File: config.mk
export PLATFORM = sky130hd
export DESIGN_NAME = bin_to_bcd_seq
export DESIGN_NICKNAME = d
export VERILOG_FILES = /design/src/rtl/calc_pkg.sv /design/src/rtl/bcd_add3.sv /design/src/rtl/bin_to_bcd_seq.sv
export SDC_FILE = /design/constraint.sdc
export NUM_CORES = 1
export LEC_CHECK = 0
export BUFFER_PORTS_ARGS = -buffer_cell sky130_fd_sc_hd__buf_2
export CELL_PAD_IN_SITES_DETAIL_PLACEMENT = 1
export CELL_PAD_IN_SITES_GLOBAL_PLACEMENT = 1
export CORE_MARGIN = 5
export CORE_UTILIZATION = 35
export CTS_CLUSTER_DIAMETER = 120
export DETAILED_ROUTE_END_ITERATION = 8
export PLACE_DENSITY = 0.69
export SLEW_MARGIN = 20
export SYNTH_ARGS = -nofsm -noshare
export SYNTH_HDL_FRONTEND = slang
export SYNTH_SLANG_ARGS = --single-unit
export TNS_END_PERCENT = 30
File: constraint.sdc
create_clock -name clk -period 2.6 [get_ports clk]
set_input_delay 0.52 -clock clk [delete_from_list [all_inputs] [get_ports clk]]
set_output_delay 0.52 -clock clk [all_outputs]
set_load 0.02 [all_outputs]
File: src/rtl/calc_pkg.sv
// Shared constants and types for the ALU result display path.
// Holds the converter FSM encoding, BCD digit constants and the default
// data widths used by both the converter and the display stage.
package calc_pkg;

  // Converter FSM: idle, or running one shift/add-3 iteration per clock.
  typedef enum logic {
    ST_IDLE  = 1'b0,
    ST_SHIFT = 1'b1
  } state_t;

  localparam int BCD_DIGIT_W = 4;
  localparam int ADD3_THRESH = 5;

  // Default ALU result width and matching number of decimal digits.
  localparam int DEF_WIDTH  = 16;
  localparam int DEF_DIGITS = 5;

endpackage

File: src/rtl/bcd_add3.sv
// Double-dabble digit adjust: a BCD digit of 5 or more gets 3 added so the
// following left shift carries correctly into the next decimal digit.
module bcd_add3
  import calc_pkg::*;
(
  input  logic [BCD_DIGIT_W-1:0] d,
  output logic [BCD_DIGIT_W-1:0] q
);

  // Conditional +3 on a single 4-bit digit.
  always_comb begin
    q = d;
    if (d >= BCD_DIGIT_W'(ADD3_THRESH)) begin
      q = d + BCD_DIGIT_W'(3);
    end
  end

endmodule

File: src/rtl/bin_to_bcd_seq.sv
// Sequential binary-to-BCD converter (double dabble), one iteration per clock.
// Handshake: start is honoured only in IDLE; busy is high while iterating;
// done pulses for one cycle when bcd_out/flag_out/sign_out have just been
// loaded. Outputs hold their last result until the next completed conversion.
// Optional build macro BIN_TO_BCD_SIGNED_EN: treat bin_in as two's complement,
// convert its magnitude and report the sign on sign_out (otherwise sign_out=0).
module bin_to_bcd_seq
  import calc_pkg::*;
#(
  parameter int WIDTH  = DEF_WIDTH,
  parameter int DIGITS = DEF_DIGITS
) (
  input  logic                        clk,
  input  logic                        rst,
  input  logic                        start,
  input  logic [WIDTH-1:0]            bin_in,
  input  logic                        flag_in,
  output logic                        busy,
  output logic                        done,
  output logic [BCD_DIGIT_W*DIGITS-1:0] bcd_out,
  output logic                        flag_out,
  output logic                        sign_out
);

  localparam int SCR_W = BCD_DIGIT_W * DIGITS;
  localparam int CNT_W = $clog2(WIDTH + 1);

  state_t             state;
  state_t             state_nxt;
  logic [CNT_W-1:0]   cnt;
  logic [WIDTH-1:0]   bin_sr;
  logic [SCR_W-1:0]   scratch;
  logic [SCR_W-1:0]   scratch_adj;
  logic [SCR_W-1:0]   scratch_shf;
  logic               flag_q;
  logic               sign_q;
  logic               accept;
  logic               last_iter;
  logic               cap_sign;
  logic [WIDTH-1:0]   cap_mag;

  assign accept    = (state == ST_IDLE) && start;
  assign last_iter = (state == ST_SHIFT) && (cnt == CNT_W'(WIDTH - 1));

  // Value loaded into the shift register at an accepted start.
`ifdef BIN_TO_BCD_SIGNED_EN
  // Magnitude wraps in WIDTH bits, so the most negative input maps to 2^(WIDTH-1).
  always_comb begin
    cap_sign = bin_in[WIDTH-1];
    cap_mag  = cap_sign ? (~bin_in + WIDTH'(1)) : bin_in;
  end
`else
  always_comb begin
    cap_sign = 1'b0;
    cap_mag  = bin_in;
  end
`endif

  // Add-3 adjust on every digit before the shift.
  for (genvar g = 0; g < DIGITS; g++) begin : g_digit
    bcd_add3 u_add3 (
      .d (scratch[g*BCD_DIGIT_W +: BCD_DIGIT_W]),
      .q (scratch_adj[g*BCD_DIGIT_W +: BCD_DIGIT_W])
    );
  end

  // Shift {adjusted scratch, binary} left by one: binary MSB enters the units digit.
  assign scratch_shf = {scratch_adj[SCR_W-2:0], bin_sr[WIDTH-1]};

  // FSM state register.
  always_ff @(posedge clk) begin
    if (!rst) state <= ST_IDLE;
    else      state <= state_nxt;
  end

  // FSM next state: leave IDLE on start, return after the last iteration.
  always_comb begin
    state_nxt = state;
    case (state)
      ST_IDLE:  if (start)     state_nxt = ST_SHIFT;
      ST_SHIFT: if (last_iter) state_nxt = ST_IDLE;
      default:                 state_nxt = ST_IDLE;
    endcase
  end

  // Datapath: capture on accept, iterate in SHIFT, publish results on the last iteration.
  always_ff @(posedge clk) begin
    if (!rst) begin
      cnt      <= '0;
      bin_sr   <= '0;
      scratch  <= '0;
      flag_q   <= 1'b0;
      sign_q   <= 1'b0;
      busy     <= 1'b0;
      done     <= 1'b0;
      bcd_out  <= '0;
      flag_out <= 1'b0;
      sign_out <= 1'b0;
    end else begin
      done <= 1'b0;
      if (accept) begin
        bin_sr  <= cap_mag;
        scratch <= '0;
        flag_q  <= flag_in;
        sign_q  <= cap_sign;
        cnt     <= '0;
        busy    <= 1'b1;
      end else if (state == ST_SHIFT) begin
        scratch <= scratch_shf;
        bin_sr  <= {bin_sr[WIDTH-2:0], 1'b0};
        cnt     <= cnt + CNT_W'(1);
        if (last_iter) begin
          bcd_out  <= scratch_shf;
          flag_out <= flag_q;
          sign_out <= sign_q;
          done     <= 1'b1;
          busy     <= 1'b0;
        end
      end
    end
  end

endmodule

* Word-level counts from Yosys, hierarchy flattened
Cells that the tools add are included.
** Operators by class
- Shifts and indexed selects :: 0
- Add/subtract/negate cells :: 6
- Muxes and demuxes :: 14
- Bitwise gates (word level) :: 3
- Reductions and logical operators :: 8
- $lt $le $gt $ge :: 5
- Div/mod/pow operators :: 0
- Multiply operators :: 0
- Eq/ne operators :: 1
** Operators by type and width (number)
- 2-to-1 mux 16 bit :: 2
- >= comparator 4 x 3 -> 1 bit, second input constant :: 5
- adder 4 x 2 -> 4 bit, second input constant :: 4
- 2-to-1 mux 4 bit :: 4
- 2-to-1 mux 1 bit :: 6
- adder 5 x 1 -> 5 bit, second input constant :: 1
- equality test 5 x 4 -> 1 bit, second input constant :: 1
- nonzero test 2 bit :: 2
- adder 3 x 2 -> 3 bit, second input constant :: 1
- 2-to-1 mux 3 bit :: 1
- NOT 1 bit :: 3
- AND reduction 3 bit :: 1
- OR reduction 3 bit :: 1
- logical AND 1 bit :: 2
- case mux 1 bit (2 select lines) :: 1
- AND reduction 2 bit :: 1
- OR reduction 2 bit :: 1
** Word-level totals
- Bits in latches :: 0
- Register bits after elaboration :: 66
- Output and inout port bits :: 24
- RAM bits :: 0
- Word-level logic and storage cells :: 46
- ROM bits :: 0
- Memories kept :: 0

* Logic depth before layout (Yosys ltp)
- Depth in word-level cells :: 5
- Gate-level depth with buffers :: 8
- Depth with buffers taken out :: 7

* Modules after synthesis
From an unflattened synthesis, not the netlist that was laid out.
** Second synthesis, totals
- Cells, all modules :: 300
- Area, all modules :: 3006.6 sq um
** By module, submodules not included
- bin_to_bcd_seq :: times used 1, sequential area each 1321.3 sq um, area an instance 2499.9 sq um, cells each 220
- bcd_add3 :: times used 5, sequential area each 0.0 sq um, area an instance 101.3 sq um, cells each 16

* Worst setup path before layout
Ideal clock, no wire load.
- Kind :: register to register
- From :: register cnt[0]
- To :: register bcd_out[10]
- Data required time :: 2.494 ns
- Stages on the path, launching flop included :: 8
- Arrival :: 1.577 ns
- Setup time :: 0.106 ns
- Path slack :: 0.917 ns
- Period minus slack after synthesis :: 1.683 ns
- Path through :: dfxtp_1 -> ha_1 -> and3_1 -> ha_1 -> a21boi_1 -> clkbuf_1 -> nand2_1 -> o311ai_0
** On the way
- Longest elaborated chain between the ends :: 3
** RTL lines
- start: declaration :: line bin_to_bcd_seq.sv:30 : logic [CNT_W-1:0] cnt;
- start signal: assignment :: line bin_to_bcd_seq.sv:111 : cnt <= cnt + CNT_W'(1);
- equality test 5 x 4 -> 1 bit :: line bin_to_bcd_seq.sv:43 : assign last_iter = (state == ST_SHIFT) && (cnt == CNT_W'(WIDTH - 1));
- logical AND 1 bit :: line bin_to_bcd_seq.sv:43
- AND reduction 3 bit (no source line)
- end signal: assignment :: line bin_to_bcd_seq.sv:113 : bcd_out <= scratch_shf;
- end: declaration :: line bin_to_bcd_seq.sv:20 : output logic [BCD_DIGIT_W*DIGITS-1:0] bcd_out,
No other way between the ends.
A chain may end at the register's enable or synchronous reset.

* Final worst setup path
- From :: register cnt[0]
- To :: register bcd_out[6]
Same word-level chain as after synthesis.

==> run_results.csv <==
group,metric,value,unit
worst_hold_path,hp-class,"flop to flop",
placement,post_dp_cell_area,3290,um^2
clock_tree,cts_setup_buffers,0,
placement,hpwl,4890,um
setup_path,path_buf_inv,1,
route,drt-pass1-iter-count,4,
clock_tree,hold_buffers,0,
sta,hold_viol_final,0,
pwr,power.switching,499,uW
floorplanning,die-area,10600,um^2
sta,worstMarginPinSlew,0.504,ns
sta,slew_headroom,66.4,%
global_route,grt_pass1_vias,2543,
setup_path,worst_setup_path_start_kind,"flop",
clock_tree,cts_tree,"done",
setup_path,cp_max_fo,17,
cells_and_area,nets,421,
floorplanning,io_pins,44,
yosys,synth_ff_type,"dfxtp_1",
floorplanning,placementRows,33,
pwr,leakagePower,0.00135,uW
floorplanning,die_w,103,um
sta,clock_skew,0.00953,ns
clock_tree,clockRootBuffer,"clkbuf_8",
sta,setup_viol,0,
setup_path,worstPathRequired,2.82,ns
yosys,syn_area,3020,um^2
clock_tree,cts_made_buffers,9,
placement,gp_congestion,0.775,
yosys,syn_inst,353,
floorplanning,core,8300,um^2
sta,period_share,72.2,%
route,drt_drc_violations_left,0,
sta,rsz0062_at_grt,"no",
job,cap_viol_max_count,0,
setup_path,endpoint_kind,"flop",
route,vias,2530,
pwr,sw_frac_of_total,24.1,%
yosys,synth.distinct_cells,37,
yosys,syn_nets,385,
pwr,p_int,1570,uW
setup_path,arrival,2.10,ns
cells_and_area,drive_gt1_share,16.0,%
clock_tree,ctsResizeCount,0,
route,drtIter0Drc,87,
pwr,powerDensity,596,nW/um^2
route,postRouteAntennaNets,0,
cells_and_area,seqCellArea,1320,um^2
global_route,grt_first_pass_wirelength,11900,um
sta,fin_crit,1.88,ns
cells_and_area,fin_area,3480,um^2
sta,max_freq,0.533,GHz
floorplanning,die_y,103,um
global_route,grt_max_degree,46,
yosys,synth_edf_count,0,
pwr,pwr-share-seq,51.2,%
cells_and_area,fill_cells,1011,
sta,hold_ws,0.449,ns
yosys,synth_warnings,0,
yosys,synth_area_per_cell,8.55,um^2
floorplanning,start_util,36.4,%
sta,finalMaxSlewViolations,0,
cells_and_area,multi_input_area,1550,um^2
clock_tree,cts.sinks,66,
setup_path,cp_cell_sequence,"ha_1, and3_1, ha_1, a21boi_2, buf_4, nand2_1, o311ai_0",
pwr,clkPwrFrac,40.5,%
outcome,status,"finished, final reports clean",
route,via_per_inst,5.08,
yosys,async_flop_share,0,%
setup_path,slowest_delay,0.34,ns
global_route,antenna_found_initial,0,
sta,tns,0,ns
cells_and_area,n_antenna_cell,0,
setup_path,critPathKind,"flop to flop",
yosys,ys_seq_elements,66,
setup_path,slowest_stage,"dfxtp_1",
global_route,grt_overflow,0,
route,wl_per_cell,14.3,um
route,totalWireLength,7140,um
clock_tree,clock_latency,0.34,ns
setup_path,crit_family,"compound AO/OA/AOI/OAI gates",
pwr,pwr-share-comb,8.4,%
cells_and_area,synthToLayoutAreaGrowth,15.2,%
clock_tree,max-clock-path-buffers,2,
placement,port_buffers,42,
yosys,seq_area_frac_synth,43.8,%
global_route,grt_use_total,14.2,%
clock_tree,htree_num_levels,3,
setup_path,cp_common_cell,"ha_1",
clock_tree,path_clk_slew,0.07,ns
pwr,vdd_drop_max,0.000334,V
==> synthesized netlist by cell type (6+ instances only) <==
cell type / number / share of area [%]
nor2_1: 15 / 1.9
nor2b_1: 7 / 1.5
nand3_1: 11 / 1.8
clkbuf_1: 11 / 1.4
xnor2_1: 6 / 1.7
dfxtp_1: 66 / 44
nand2_1: 49 / 6.1
nand2b_1: 9 / 1.9
and2_1: 15 / 3.1
a21oi_1: 23 / 3.8
mux2i_1: 19 / 6.3
ha_1: 12 / 5.0
nor3b_1: 6 / 1.5
o21ai_0: 43 / 7.1
inv_1: 11 / 1.4
==> power groups by stage <==
stage          Clock, uW  Combinational [uW]  Sequential [uW]
6_report             838                 173             1060
5_1_grt              917                 196             1060
4_1_cts              875                 176             1060
3_5_place_dp           0                 175             1080
3_3_place_gp           0                 168             1080
2_1_floorplan          0                 137             1070
==> layer usage <==
layer	global-route usage (%)	wire length, um
met1	17.4	3400
met2	23.5	3310
met3	4.13	339
met4	5.78	94
met5	0	0
==> tightest hold or removal path: cells and delay by family (launching register included) <==
kind               cells  cell delay, ns
DFF                    1            0.32
AOI/OAI and AO/OA      1            0.05
and+or+nand+nor        1            0.04
==> sequential cells by signal (all words and copies together), names as in the netlist <==
register,count
busy,1
done,1
flag_out,1
bcd_out,20
flag_q,1
bin_sr,16
state,1
cnt,5
scratch,20
==> path summary, 6_finish.rpt <==
check	from	end	slack, ns	depth (start not counted)
setup / recovery	cnt[0]	bcd_out[6]	0.72	7
hold / removal	bcd_out[12]	bcd_out[12]	0.45	2
setup reg to reg	cnt[0]	bcd_out[6]	0.72	7
hold reg to reg	bcd_out[12]	bcd_out[12]	0.45	2
==> layout by cell type (no fill, tap or decap), types with 4 or more instances in the layout <==
| cell | count |
|---|---|
| nor3b_1 | 6 |
| nand3_1 | 11 |
| nand2_1 | 49 |
| mux2i_1 | 19 |
| nor2b_1 | 7 |
| o311ai_0 | 5 |
| a211oi_1 | 5 |
| clkbuf_8 | 10 |
| nand2b_1 | 9 |
| a31oi_1 | 4 |
| xnor2_1 | 6 |
| a21oi_1 | 23 |
| nor2_1 | 15 |
| and2_1 | 15 |
| buf_4 | 4 |
| o21ai_0 | 43 |
| dfxtp_1 | 65 |
| inv_1 | 11 |
| buf_2 | 42 |
| ha_1 | 12 |
| o22ai_1 | 4 |
| nor3_1 | 5 |
==> cells by family (layout without fill, tap and decap cells) <==
family                     Yosys count  after routing  synth area share, %
adders and majority gates           12             12                 4.97
muxes                               19             19                 6.30
buffers and inverters               33             73                 4.93
and+or+nand+nor                    123            123                 20.4
DFF                                 66             66                 43.8
other                                1              1                0.124
xor gates and xnor gates             8              8                 2.32
AOI/OAI and AO/OA                   91             91                 17.2
==> area by class of cell <==
cell class,instances,share of cell area [%]
Multi-Input combinational cell,254,44.7
Sequential cell,66,38.0
Timing Repair Buffer,46,6.91
Clock buffer,12,4.17
Tap cell,105,3.78
Inverter,12,1.30
Clock inverter,3,1.15
==> through the flow <==
step	total power (uW)	utilization (%)	instances	setup WS [ns]
2_1_floorplan	1210	-	353	0.917
3_3_place_gp	1250	39.7	483	0.590
3_5_place_dp	1260	39.7	483	0.576
4_1_cts	2110	41.9	498	0.692
5_1_grt	2180	41.9	498	0.594
6_report	2070	41.9	498	0.723
Note: power is estimated with default switching activity, not from simulation.
